**src/rtl/hazard_ctrl.sv**
```systemverilog
// Hazard controller for the 5-stage MIPS pipeline: RAW stall detection,
// MDU busy tracking, taken-branch flush and a saturating stall-cycle counter.
module hazard_ctrl #(
  parameter int REG_AW     = 5,
  parameter int FORWARD_EN = 1,
  parameter int MDU_LAT    = 4,
  parameter int CNT_W      = 16
) (
  input  logic              Clk,
  input  logic              Rst_n,
  input  logic [REG_AW-1:0] ID_Rs,
  input  logic [REG_AW-1:0] ID_Rt,
  input  logic              ID_UsesRs,
  input  logic              ID_UsesRt,
  input  logic              ID_IsMDU,
  input  logic              ID_ReadsHiLo,
  input  logic [REG_AW-1:0] EX_Dest,
  input  logic              EX_RegWrite,
  input  logic              EX_MemRead,
  input  logic [REG_AW-1:0] MEM_Dest,
  input  logic              MEM_RegWrite,
  input  logic              Branch_Taken,
  output logic              PCWrite,
  output logic              IFIDWrite,
  output logic              HazardMux,
  output logic              IFIDFlush,
  output logic              MDUBusy,
  output logic [CNT_W-1:0]  StallCount
);

  localparam logic [3:0] MduLat = 4'(MDU_LAT);

  logic [3:0]       mduCnt;
  logic [CNT_W-1:0] stallCnt;
  logic             exHit;
  logic             memHit;
  logic             dataStall;
  logic             mduStall;
  logic             stall;
  logic             issue;

  // Register 0 is hard-wired, so it can never carry a real dependency.
  function automatic logic srcMatch(input logic uses,
                                    input logic [REG_AW-1:0] src,
                                    input logic [REG_AW-1:0] dest);
    return uses && (src != '0) && (src == dest);
  endfunction

  function automatic logic [CNT_W-1:0] satInc(input logic [CNT_W-1:0] v);
    return (&v) ? v : v + CNT_W'(1);
  endfunction

  assign exHit  = EX_RegWrite &
                  (srcMatch(ID_UsesRs, ID_Rs, EX_Dest) | srcMatch(ID_UsesRt, ID_Rt, EX_Dest));
  assign memHit = MEM_RegWrite &
                  (srcMatch(ID_UsesRs, ID_Rs, MEM_Dest) | srcMatch(ID_UsesRt, ID_Rt, MEM_Dest));

  // With forwarding only a load in EX cannot be bypassed in time.
  assign dataStall = (FORWARD_EN != 0) ? (exHit & EX_MemRead) : (exHit | memHit);
  assign MDUBusy   = (mduCnt != 4'd0);
  assign mduStall  = MDUBusy & (ID_ReadsHiLo | ID_IsMDU);
  assign stall     = (dataStall | mduStall) & ~Branch_Taken;
  assign issue     = ID_IsMDU & ~stall & ~Branch_Taken;

  always_comb begin
    PCWrite   = 1'b1;
    IFIDWrite = 1'b1;
    HazardMux = 1'b0;
    IFIDFlush = 1'b0;
    if (Branch_Taken) begin
      HazardMux = 1'b1;
      IFIDFlush = 1'b1;
    end else if (stall) begin
      PCWrite   = 1'b0;
      IFIDWrite = 1'b0;
      HazardMux = 1'b1;
    end
  end

  // A fresh issue reloads the latency even if the counter is still running.
  always_ff @(posedge Clk or negedge Rst_n) begin
    if (!Rst_n) begin
      mduCnt <= 4'd0;
    end else if (issue) begin
      mduCnt <= MduLat;
    end else if (MDUBusy) begin
      mduCnt <= mduCnt - 4'd1;
    end
  end

  always_ff @(posedge Clk or negedge Rst_n) begin
    if (!Rst_n) begin
      stallCnt <= '0;
    end else if (stall) begin
      stallCnt <= satInc(stallCnt);
    end
  end

  assign StallCount = stallCnt;

endmodule

```
**config.mk**
```make
export PLATFORM = sky130hd
export DESIGN_NAME = hazard_ctrl
export DESIGN_NICKNAME = d
export VERILOG_FILES = /design/src/rtl/hazard_ctrl.sv
export SDC_FILE = /design/constraint.sdc
export NUM_CORES = 1
export LEC_CHECK = 0
export ABC_AREA = 1
export CORE_ASPECT_RATIO = 0.9
export CORE_UTILIZATION = 49
export CTS_CLUSTER_DIAMETER = 200
export DETAILED_ROUTE_END_ITERATION = 8
export MAX_ROUTING_LAYER = met4
export PLACE_DENSITY_LB_ADDON = 0.1
export SYNTH_ARGS = -nofsm -noshare
export SYNTH_HDL_FRONTEND = slang
export SYNTH_SLANG_ARGS = --single-unit
```
**constraint.sdc**
```tcl
create_clock -name Clk -period 4.2 [get_ports Clk]
set_input_delay 1.26 -clock Clk [delete_from_list [all_inputs] [get_ports Clk]]
set_output_delay 1.26 -clock Clk [all_outputs]
set_load 0.01 [all_outputs]
```
==> out/results.txt <==
setup slack after layout -> 0.185 ns
gr usage total -> 23.0%
status -> completed
area taken by multi-input logic gates -> 855 um^2
Ports -> 51
Mapped Cells -> 220
Commonest cells post-synth -> nand2_1, inv_1, nand4_1
Root Buffer -> clkbuf_4
Skew-Pair Late Insertion Delay -> 0.30 ns
Max Cap Viol -> 0
Via Count -> 1473
number of global-route vias before repair -> 1270
Post-CTS Setup Bufs -> 0
Yosys warning total -> 0
sequential fraction of the synthesis area -> 33.2%
Buf/Inv on CP -> 3
gp weighted congestion -> 0.948
slowest stage cell, crit path -> clkdlybuf4s50_1
reg2reg path depth -> 9
DRT Wirelength -> 3370 um
CP max stage delay -> 0.52 ns
layout cells sized above 1 -> 5.34%
TritonCTS clock tree -> done
leak pwr -> 1.04 nW
H-tree depth -> 1
routed vias/inst -> 4.88
hold path startpoint -> StallCount[15]
CP arrival -> 2.75 ns
CP top delay family -> buffers and inverters
syn_nets -> 253
RSZ-0062 raised after global routing -> no
Period minus WS final -> 4.01 ns
wire length per cell -> 11.1 um
largest net degree at the start of global routing -> 21
Crit Reg-Reg Endpoint -> StallCount[15]
Power Density -> 342 mW/mm^2
Hold Violations, Final -> 0
Die X -> 60.5 um
R2R Path Start -> StallCount[0]
effective utilization at floorplan -> 53.1%
CP dominant cell by count -> nand2_1
Min-Delay Path Depth -> 2
Final setup viols -> 0
pre-CTS WS -> -0.0294 ns
Slew Viols, Final -> 0
post-synthesis cell area -> 0.00151 mm^2
synth top area cells -> dfrtp_1, nand2_1, nand4_1, inv_1, xor2_1
most common cell in the synthesized netlist -> nand2_1
Worst-Margin Slew -> 0.913 ns
DIE HEIGHT -> 54.6 um
Crit Path Class -> input pin to primary output
Max FO, Critical Path -> 3
Fill cells -> 273
R2R Setup Slk -> 2.31 ns
EDFF count, synth -> 0
CP startpoint kind -> input pin
WHS -> 0.521 ns
HP Class -> flip-flop to flip-flop
HPWL after DPL -> 2570 um
crit path cell chain -> clkdlybuf4s50_1, inv_2, nand2_1, nand2_1, nor2_1, nand4_1, nand2_1, nand2_1, nand2_2, nand2_1, dlygate4sd2_1
die area -> 0.00330 mm^2
port bufs -> 44
Req. time, crit path -> 2.94 ns
Worst-path clk slew -> 0.10 ns
Slew HR -> 38.9%
placed cell count -> 299
Hold Path Sink -> StallCount[15]
GR Overflow Total -> 0
ant diodes -> 0
iteration count of the initial detailed-routing pass -> 5
post-synth top area share -> 33.2%
total CTS buffers -> 3
VDD IR max -> 0.000321 V
Netlist cell types -> 24
first-pass GRT wire length -> 5460 um
Yosys reg bits -> 20
clock sinks -> 20
critical path endpoint category -> primary output
total power -> 0.679 mW
# DRC -> 0
Tcrit/Tclk final -> 95.6%
dominant synthesized flop cell -> dfrtp_1
Non-Filler Instances -> 302
initial antenna violation count -> 0
leading area contributor after synthesis -> dfrtp_1
fmax -> 0.249 GHz
# rows -> 18
fin nets -> 297
asr flop ratio synth -> 100%
Initial DRC Count -> 59
area grow syn2layout -> 31.9%
Setup Skew -> 0.00779 ns
clock tree buffer depth -> 2
syn avg cell area -> 6.85 um^2
total core area -> 0.00284 mm^2
ANT nets after route -> 0
Seq. cell area -> 500 um^2
[cells by family (layout without fill, tap and decap cells)]
family	count (synthesis)	after routing	synth area share (%)
AND/OR/NAND/NOR	139	139	42.7
buffers and inverters	36	78	10.1
flip-flops	20	20	33.2
XOR/XNOR	17	17	9.88
AO/OA/AOI/OAI	5	5	1.66
adder cells (fa/ha/maj)	3	3	2.49
[what timing repair did]
action | 4_1_cts | 5_1_grt
endpoints found under the setup margin | 3 | 0
hold buffers | 0 | 0
resized for setup | 3 | 0
[cell type report]
type                            instances  area share (%)
Multi-Input combinational cell        164            43.0
Sequential cell                        20            25.2
Tap cell                               40            2.52
Inverter                               29            5.48
Clock buffer                            3            1.13
Timing Repair Buffer                   46            22.7
[power by group]
group / switching [mW] / leakage (nW) / internal (mW)
clock: 0.0578 / 0.0138 / 0.0335
combinational: 0.151 / 0.757 / 0.149
sequential: 0.0521 / 0.266 / 0.236
[worst min-delay path: stages, from the launching register on]
cell and delay (ns):
dfrtp_1 0.38, nand2_1 0.06, nand2_1 0.05
[layout by cell type, fill, tap and decap left out, drive strengths merged, types with 5 or more instances in the layout]
master	synthesis	final
o21ai	5	5
nand4	21	21
inv	29	29
nand3	8	8
nor3	5	5
xor2	9	9
clkdlybuf4s50	0	41
dfrtp	20	20
nor2	20	20
xnor2	8	8
nand2	84	84
[registers in the layout, summed over array words and instances (netlist names)]
name,flops
StallCount,16
mduCnt,4
[metal layers]
layer	up-vias	share of wire [%]	global-route usage, %
li1	784	-	-
met1	641	50	31.0
met2	44	43	36.8
met3	4	6.4	4.49
met4	0	0.62	3.79
met5	-	0	-
[metrics by stage]
step,instance area [um^2],TNS [ns],utilization (%)
2_1_floorplan,1510,0,-
3_3_place_gp,1970,-0.0329,69.4
3_5_place_dp,1970,-0.0569,69.4
4_1_cts,1990,0,70.1
5_1_grt,1990,0,70.1
6_report,1990,0,70.1
[worst max-delay path by stage]
stage                     startpoint  depth (start not counted)   endpoint
after floorplan           EX_Dest[0]                         11    PCWrite
after global placement    EX_Dest[3]                         11    PCWrite
after detailed placement  EX_Dest[0]                         10  IFIDWrite
after CTS                 EX_Dest[3]                         11  IFIDWrite
after global routing        ID_Rt[3]                         11    PCWrite
final                     EX_Dest[3]                         11  IFIDWrite
Note: power is estimated with default switching activity, not from simulation.
